==> src/rtl/led_pkg.sv <==
// Shared constants and types for the 8x8 LED matrix display blocks.
package led_pkg;

  localparam int unsigned LED_ROWS = 8;
  localparam int unsigned LED_COLS = 8;
  localparam int unsigned FRAME_W  = LED_ROWS * LED_COLS;
  localparam int unsigned ROW_W    = $clog2(LED_ROWS);

  // Row 1 (top) sits in the MSBs; row 8 (bottom) ends at bit 0.
  localparam int unsigned ROW_TOP_MSB = FRAME_W - 1;
  localparam int unsigned ROW_BOT_LSB = 0;

  typedef enum logic {
    OWN_A = 1'b0,
    OWN_B = 1'b1
  } owner_e;

  typedef enum logic {
    SH_EMPTY = 1'b0,
    SH_FULL  = 1'b1
  } sh_state_e;

  // MSB index of a zero-based row inside a packed frame.
  function automatic int unsigned row_msb(input int unsigned row);
    return ROW_TOP_MSB - (row * LED_COLS);
  endfunction

endpackage

==> src/rtl/led_tick_gen.sv <==
// Row-advance prescaler and row counter; flags the last-row pulse of each scan.
module led_tick_gen
  import led_pkg::*;
#(
  parameter int unsigned TICK_DIV = 1000
) (
  input  logic             clk,
  input  logic             rst,
  output logic             timePulseOut,
  output logic [ROW_W-1:0] rowCnt,
  output logic             boundary
);

  localparam int unsigned      PRE_W    = (TICK_DIV > 1) ? $clog2(TICK_DIV) : 1;
  localparam logic [PRE_W-1:0] PRE_LAST = PRE_W'(TICK_DIV - 1);
  localparam logic [ROW_W-1:0] ROW_LAST = ROW_W'(LED_ROWS - 1);

  logic [PRE_W-1:0] presc_q, presc_d;
  logic [ROW_W-1:0] row_q, row_d;
  logic             pulse_q, pulse_d;
  logic             bnd_q, bnd_d;

  // The row count only moves after a pulse, so it is stable across the pulse cycle.
  always_comb begin
    presc_d = (presc_q == PRE_LAST) ? '0 : presc_q + PRE_W'(1);
    pulse_d = (presc_q == PRE_LAST);
    bnd_d   = pulse_d && (row_q == ROW_LAST);
    row_d   = pulse_q ? row_q + ROW_W'(1) : row_q;
  end

  always_ff @(posedge clk) begin
    if (rst) begin
      presc_q <= '0;
      row_q   <= '0;
      pulse_q <= 1'b0;
      bnd_q   <= 1'b0;
    end else begin
      presc_q <= presc_d;
      row_q   <= row_d;
      pulse_q <= pulse_d;
      bnd_q   <= bnd_d;
    end
  end

  assign timePulseOut = pulse_q;
  assign rowCnt       = row_q;
  assign boundary     = bnd_q;

endmodule

==> src/rtl/led_frame_scheduler.sv <==
// Round-robin arbiter between two frame producers with a tear-free shadow buffer
// that swaps onto the display only at a full-scan boundary.
module led_frame_scheduler
  import led_pkg::*;
#(
  parameter int unsigned TICK_DIV = 1000,
  parameter int unsigned ROWS     = 8
) (
  input  logic               clk,
  input  logic               rst,
  input  logic               reqA_valid,
  input  logic [FRAME_W-1:0] reqA_frame,
  output logic               reqA_ready,
  input  logic               reqB_valid,
  input  logic [FRAME_W-1:0] reqB_frame,
  output logic               reqB_ready,
  output logic [FRAME_W-1:0] matrixOut,
  output logic               timePulseOut,
  output logic               frameDone,
  output logic               ownerOut
);

  localparam logic [ROW_W-1:0] ROW_LAST = ROW_W'(ROWS - 1);

  sh_state_e          state_q, state_d;
  logic [FRAME_W-1:0] shadow_q, shadow_d;
  logic [FRAME_W-1:0] matrix_q, matrix_d;
  owner_e             shadow_own_q, shadow_own_d;
  owner_e             owner_q, owner_d;
  owner_e             last_q, last_d;
  owner_e             grant;
  logic               done_q, done_d;
  logic               boundary;
  logic               frame_end;
  logic               accept;
  logic [ROW_W-1:0]   row_cnt;

  led_tick_gen #(
    .TICK_DIV(TICK_DIV)
  ) u_tick (
    .clk         (clk),
    .rst         (rst),
    .timePulseOut(timePulseOut),
    .rowCnt      (row_cnt),
    .boundary    (boundary)
  );

  assign frame_end = boundary && (row_cnt == ROW_LAST);

  // Ties go to whoever did not win last; an idle cycle keeps the same preference.
  always_comb begin
    if (reqA_valid && !reqB_valid) begin
      grant = OWN_A;
    end else if (reqB_valid && !reqA_valid) begin
      grant = OWN_B;
    end else begin
      grant = (last_q == OWN_A) ? OWN_B : OWN_A;
    end
  end

  assign reqA_ready = (state_q == SH_EMPTY) && (grant == OWN_A) && !rst;
  assign reqB_ready = (state_q == SH_EMPTY) && (grant == OWN_B) && !rst;
  assign accept     = (reqA_ready && reqA_valid) || (reqB_ready && reqB_valid);

  always_comb begin
    state_d      = state_q;
    shadow_d     = shadow_q;
    shadow_own_d = shadow_own_q;
    matrix_d     = matrix_q;
    owner_d      = owner_q;
    last_d       = last_q;
    done_d       = 1'b0;
    case (state_q)
      SH_EMPTY: begin
        if (accept) begin
          state_d      = SH_FULL;
          shadow_d     = (grant == OWN_A) ? reqA_frame : reqB_frame;
          shadow_own_d = grant;
          last_d       = grant;
        end
      end
      SH_FULL: begin
        if (frame_end) begin
          state_d  = SH_EMPTY;
          matrix_d = shadow_q;
          owner_d  = shadow_own_q;
          done_d   = 1'b1;
        end
      end
    endcase
  end

  always_ff @(posedge clk) begin
    if (rst) begin
      state_q      <= SH_EMPTY;
      shadow_q     <= '0;
      shadow_own_q <= OWN_A;
      matrix_q     <= '0;
      owner_q      <= OWN_A;
      last_q       <= OWN_B;
      done_q       <= 1'b0;
    end else begin
      state_q      <= state_d;
      shadow_q     <= shadow_d;
      shadow_own_q <= shadow_own_d;
      matrix_q     <= matrix_d;
      owner_q      <= owner_d;
      last_q       <= last_d;
      done_q       <= done_d;
    end
  end

  assign matrixOut = matrix_q;
  assign frameDone = done_q;
  assign ownerOut  = (owner_q == OWN_B);

endmodule

==> config.mk <==
export PLATFORM = sky130hd
export DESIGN_NAME = led_frame_scheduler
export DESIGN_NICKNAME = d
export VERILOG_FILES = /design/src/rtl/led_pkg.sv /design/src/rtl/led_tick_gen.sv /design/src/rtl/led_frame_scheduler.sv
export SDC_FILE = /design/constraint.sdc
export NUM_CORES = 1
export LEC_CHECK = 0
export CORE_MARGIN = 2
export CORE_UTILIZATION = 45
export CTS_CLUSTER_SIZE = 28
export DETAILED_ROUTE_END_ITERATION = 6
export PLACE_DENSITY_LB_ADDON = 0.15
export SYNTH_ARGS = -nofsm -noshare
export SYNTH_HDL_FRONTEND = slang
export SYNTH_SLANG_ARGS = --single-unit
==> constraint.sdc <==
create_clock -name clk -period 1.8 [get_ports clk]
set_input_delay 0.45 -clock clk [delete_from_list [all_inputs] [get_ports clk]]
set_output_delay 0.45 -clock clk [all_outputs]
set_load 0.05 [all_outputs]
==> run_summary.xml <==
<?xml version="1.0" encoding="UTF-8"?>
<metrics>
  <group name="clocking">
    <metric name="cts.reportedPaths.clkPinSlew" unit="ns">0.06</metric>
    <metric name="htree_num_levels" unit="">4</metric>
    <metric name="clock_path_buffers" unit="">2</metric>
    <metric name="cts_buffers" unit="">17</metric>
    <metric name="cts_sinks" unit="">148</metric>
    <metric name="ctsHoldBuffers" unit="">0</metric>
    <metric name="cts_root_buf" unit="">sky130_fd_sc_hd__clkbuf_16</metric>
    <metric name="cts_tree" unit="">done</metric>
    <metric name="clk-insertion-delay-late" unit="ns">0.41</metric>
  </group>
  <group name="pwr">
    <metric name="worst_ir_drop_vdd" unit="mV">0.661</metric>
    <metric name="cellLeakagePower" unit="nW">3.45</metric>
    <metric name="power_per_cell_area" unit="nW/um^2">917</metric>
  </group>
  <group name="layout">
    <metric name="nNetsFinal" unit="">984</metric>
    <metric name="finalInstanceArea" unit="sq um">8610</metric>
    <metric name="nFillCells" unit="">1022</metric>
    <metric name="n_antenna_cell" unit="">0</metric>
    <metric name="drive_gt1_frac" unit="">0.155</metric>
    <metric name="areaGrowthSynthToFinish" unit="%">46.2</metric>
    <metric name="layout.cells.non_filler" unit="">1034</metric>
  </group>
  <group name="synthesis">
    <metric name="yosys-mux-area-fraction" unit="">0.112</metric>
    <metric name="synth.distinct_cells" unit="">34</metric>
    <metric name="ys_top_cells_by_count" unit="">sky130_fd_sc_hd__dfxtp_1 (148), sky130_fd_sc_hd__nand2_1 (134), sky130_fd_sc_hd__a21oi_1 (71), sky130_fd_sc_hd__mux2i_1 (66)</metric>
    <metric name="synthAdderAreaFrac" unit="">0.00829</metric>
    <metric name="synth.ff_latch_count" unit="">148</metric>
    <metric name="post-synth-top-area-fraction" unit="">0.503</metric>
    <metric name="synth_xor_xnor_area_share" unit="">0.00892</metric>
    <metric name="synth.net_count" unit="">793</metric>
    <metric name="synth-simple-area-share" unit="">0.207</metric>
    <metric name="yosys_warnings" unit="">0</metric>
    <metric name="synth_edf_count" unit="">0</metric>
    <metric name="synthesis.area" unit="sq um">5890</metric>
    <metric name="ys_dominant_reg_cell" unit="">sky130_fd_sc_hd__dfxtp_1</metric>
    <metric name="synth_top_family_by_area" unit="">simple AND/OR/NAND/NOR gates</metric>
    <metric name="netlist_top_cells_area" unit="">sky130_fd_sc_hd__dfxtp_1 (50%), sky130_fd_sc_hd__mux2i_1 (11%), sky130_fd_sc_hd__nand2_1 (8.5%)</metric>
    <metric name="synth_area_per_cell" unit="sq um">8.95</metric>
    <metric name="yosysTopAreaCell" unit="">sky130_fd_sc_hd__dfxtp_1</metric>
    <metric name="compound_gate_portion_of_the_synthesized_area" unit="">0.120</metric>
    <metric name="synthMostInstantiatedCell" unit="">sky130_fd_sc_hd__dfxtp_1</metric>
    <metric name="synthArstFlopShare" unit="">0</metric>
    <metric name="post_synthesis_cell_count" unit="">658</metric>
    <metric name="synth_seq_area_share" unit="">0.503</metric>
  </group>
  <group name="routing">
    <metric name="post-route-drc-count" unit="">0</metric>
    <metric name="via_per_inst" unit="">5.07</metric>
    <metric name="drt.antenna.violating_nets" unit="">0</metric>
    <metric name="detailroute.via_count" unit="">5244</metric>
    <metric name="total_detailed_routing_wirelength" unit="mm">15.4</metric>
    <metric name="wl_per_cell" unit="um">14.9</metric>
    <metric name="drtPass1Iterations" unit="">4</metric>
    <metric name="initialDrtViolationCount" unit="">413</metric>
  </group>
  <group name="placement">
    <metric name="placed_cells" unit="">1001</metric>
    <metric name="placed_area" unit="sq um">8040</metric>
    <metric name="hpwl" unit="mm">11.0</metric>
    <metric name="gpl.final_weighted_congestion" unit="">0.819</metric>
    <metric name="io_buffers" unit="">200</metric>
    <metric name="detailedPlace.worstSlack" unit="ns">-0.503</metric>
  </group>
  <group name="outcome">
    <metric name="violations" unit="">setup timing</metric>
    <metric name="run_status" unit="">finished with violations</metric>
  </group>
  <group name="sta">
    <metric name="layout_worst_path_cycle_share" unit="">1.07</metric>
    <metric name="timing_hold_violations_final" unit="">0</metric>
    <metric name="worst_slew_margin_rel" unit="">0.527</metric>
    <metric name="setup_tns" unit="ns">-0.216</metric>
    <metric name="setup_ws" unit="ns">-0.120</metric>
    <metric name="timing.final.max_slew_violations" unit="">0</metric>
    <metric name="setup_violations" unit="">2</metric>
    <metric name="final.setup_skew" unit="ns">0.00668</metric>
    <metric name="clock.fmax" unit="MHz">521</metric>
    <metric name="timing_worst_slew_pin_value" unit="ns">0.709</metric>
    <metric name="grt_setup_unrepaired" unit="">true</metric>
    <metric name="min_period" unit="ns">1.92</metric>
  </group>
  <group name="hold_path">
    <metric name="holdCritPathClass" unit="">reg -&gt; reg</metric>
    <metric name="min_delay_path_depth" unit="">2</metric>
  </group>
  <group name="worst_setup_path">
    <metric name="worstPathMaxFanout" unit="">4</metric>
    <metric name="timing.critical_path.required" unit="ns">1.35</metric>
    <metric name="cp_data_arrival_time" unit="ns">1.47</metric>
    <metric name="path_class" unit="">reg -&gt; out</metric>
    <metric name="critPathCaptureType" unit="">primary output</metric>
    <metric name="timing.critical_path.from_type" unit="">flop</metric>
    <metric name="path_depth_of_the_worst_reg2reg_path" unit="">4</metric>
  </group>
  <group name="global_routing">
    <metric name="track_usage" unit="">0.222</metric>
    <metric name="number_of_antenna_violations_at_the_first_check_in_global_routing" unit="">0</metric>
    <metric name="globalRouteOverflowTotal" unit="">0</metric>
    <metric name="grt_pass1_vias" unit="">5120</metric>
    <metric name="grt_first_pass_wirelength" unit="mm">25.4</metric>
    <metric name="grt_max_degree" unit="">88</metric>
  </group>
  <group name="floorplan">
    <metric name="starting_density_of_the_core" unit="">0.463</metric>
    <metric name="fp.dieArea" unit="sq um">14000</metric>
    <metric name="floorplan.io_pins" unit="">201</metric>
    <metric name="die-width" unit="um">118</metric>
    <metric name="die_y" unit="um">118</metric>
    <metric name="core" unit="sq um">12700</metric>
    <metric name="rows" unit="">41</metric>
  </group>
  <group name="run">
    <metric name="maxCapViolCount" unit="">0</metric>
  </group>
</metrics>
path summary, 6_finish.rpt:
check | startpoint | endpoint | slack (ns)
setup / recovery | last_q$_SDFFE_PP1P_ | reqB_ready | -0.12
hold / removal | shadow_q[28]$_SDFFE_PP0P_ | matrixOut[28]$_SDFFE_PP0P_ | 0.45
setup reg to reg | last_q$_SDFFE_PP1P_ | shadow_q[2]$_SDFFE_PP0P_ | 0.11
hold reg to reg | shadow_q[28]$_SDFFE_PP0P_ | matrixOut[28]$_SDFFE_PP0P_ | 0.45
kinds of logic after synthesis:
family / after synthesis
simple gates: 241
compound gates: 140
buf+inv: 53
flops: 148
xor+xnor: 6
fa+ha+maj: 4
mux: 66
stage by stage:
step                hold WS, ns  power (W)  utilization
floorplan                 0.427    0.00416            -
global placement          0.436    0.00460        0.632
detailed placement        0.444    0.00464        0.632
CTS                       0.452    0.00796        0.677
global route              0.460    0.00822        0.677
finish                    0.450    0.00789        0.677
where the power goes:
| group | internal (W) | total [W] | leakage, nW | switching, W |
|---|---|---|---|---|
| Sequential | 0.00348 | 0.00360 | 1.21 | 0.000119 |
| Clock | 0.00203 | 0.00332 | 0.281 | 0.00129 |
| Combinational | 0.000567 | 0.000977 | 1.96 | 0.000410 |
final cells by class:
class / instances / area [sq um] / share of cell area
sequential: 148 / 2970 / 0.345
inverter: 2 / 7.51 / 0.000872
timing repair buffer: 223 / 2130 / 0.248
clock buffer: 22 / 484 / 0.0562
multi-input combinational: 457 / 2720 / 0.316
clock inverter: 10 / 80.1 / 0.00930
tap: 172 / 215 / 0.0250
flip-flops by register name (all words and copies together) (netlist names):
name	count
matrixOut	64
shadow_q	64
u_tick.presc_q	10
u_tick.rowCnt	3
frameDone	1
last_q	1
ownerOut	1
shadow_own_q	1
state_q	1
u_tick.boundary	1
u_tick.timePulseOut	1
critical path, cell delays in order (launching register included):
cell                      delay, ns
sky130_fd_sc_hd__dfxtp_4       0.35
sky130_fd_sc_hd__maj3_4        0.38
sky130_fd_sc_hd__nor3_4        0.16
sky130_fd_sc_hd__buf_12        0.16
routing by layer:
| metal | GRT usage | up-vias | part of all wire | routed length (um) |
|---|---|---|---|---|
| li1 | - | 2635 | - | - |
| met1 | 0.272 | 2442 | 0.43 | 6630 |
| met2 | 0.382 | 147 | 0.50 | 7730 |
| met3 | 0.0541 | 20 | 0.051 | 790 |
| met4 | 0.0766 | 0 | 0.016 | 248 |
| met5 | 0 | - | 0 | 0 |
cells in the final DEF, fill, tap and decap left out, types with 2 or more instances in the layout:
cell type,synthesis,layout
sky130_fd_sc_hd__clkinv_2,0,7
sky130_fd_sc_hd__nor4_1,2,2
sky130_fd_sc_hd__buf_12,0,11
sky130_fd_sc_hd__xnor2_1,3,3
sky130_fd_sc_hd__nand3_1,8,8
sky130_fd_sc_hd__o21ai_1,65,64
sky130_fd_sc_hd__ha_1,3,3
sky130_fd_sc_hd__clkbuf_16,0,17
sky130_fd_sc_hd__clkdlybuf4s50_1,0,128
sky130_fd_sc_hd__and3_2,1,2
sky130_fd_sc_hd__nor2_1,15,15
sky130_fd_sc_hd__and2_1,3,2
sky130_fd_sc_hd__xor2_1,3,3
sky130_fd_sc_hd__buf_4,7,82
sky130_fd_sc_hd__a21oi_1,71,71
sky130_fd_sc_hd__dfxtp_1,148,147
sky130_fd_sc_hd__nand2b_1,4,4
sky130_fd_sc_hd__clkinvlp_4,0,2
sky130_fd_sc_hd__dlygate4sd2_1,0,2
sky130_fd_sc_hd__mux2i_1,66,66
sky130_fd_sc_hd__nand2_1,134,133
sky130_fd_sc_hd__clkbuf_8,0,4
sky130_fd_sc_hd__nand3b_1,65,65
timing repair:
item / in CTS / in global routing
pin swaps: 2 / 0
resized for setup: 5 / 0
endpoints found under the setup margin: 42 / 2
setup buffers: 1 / 0
(Power assumes the default switching activity.)
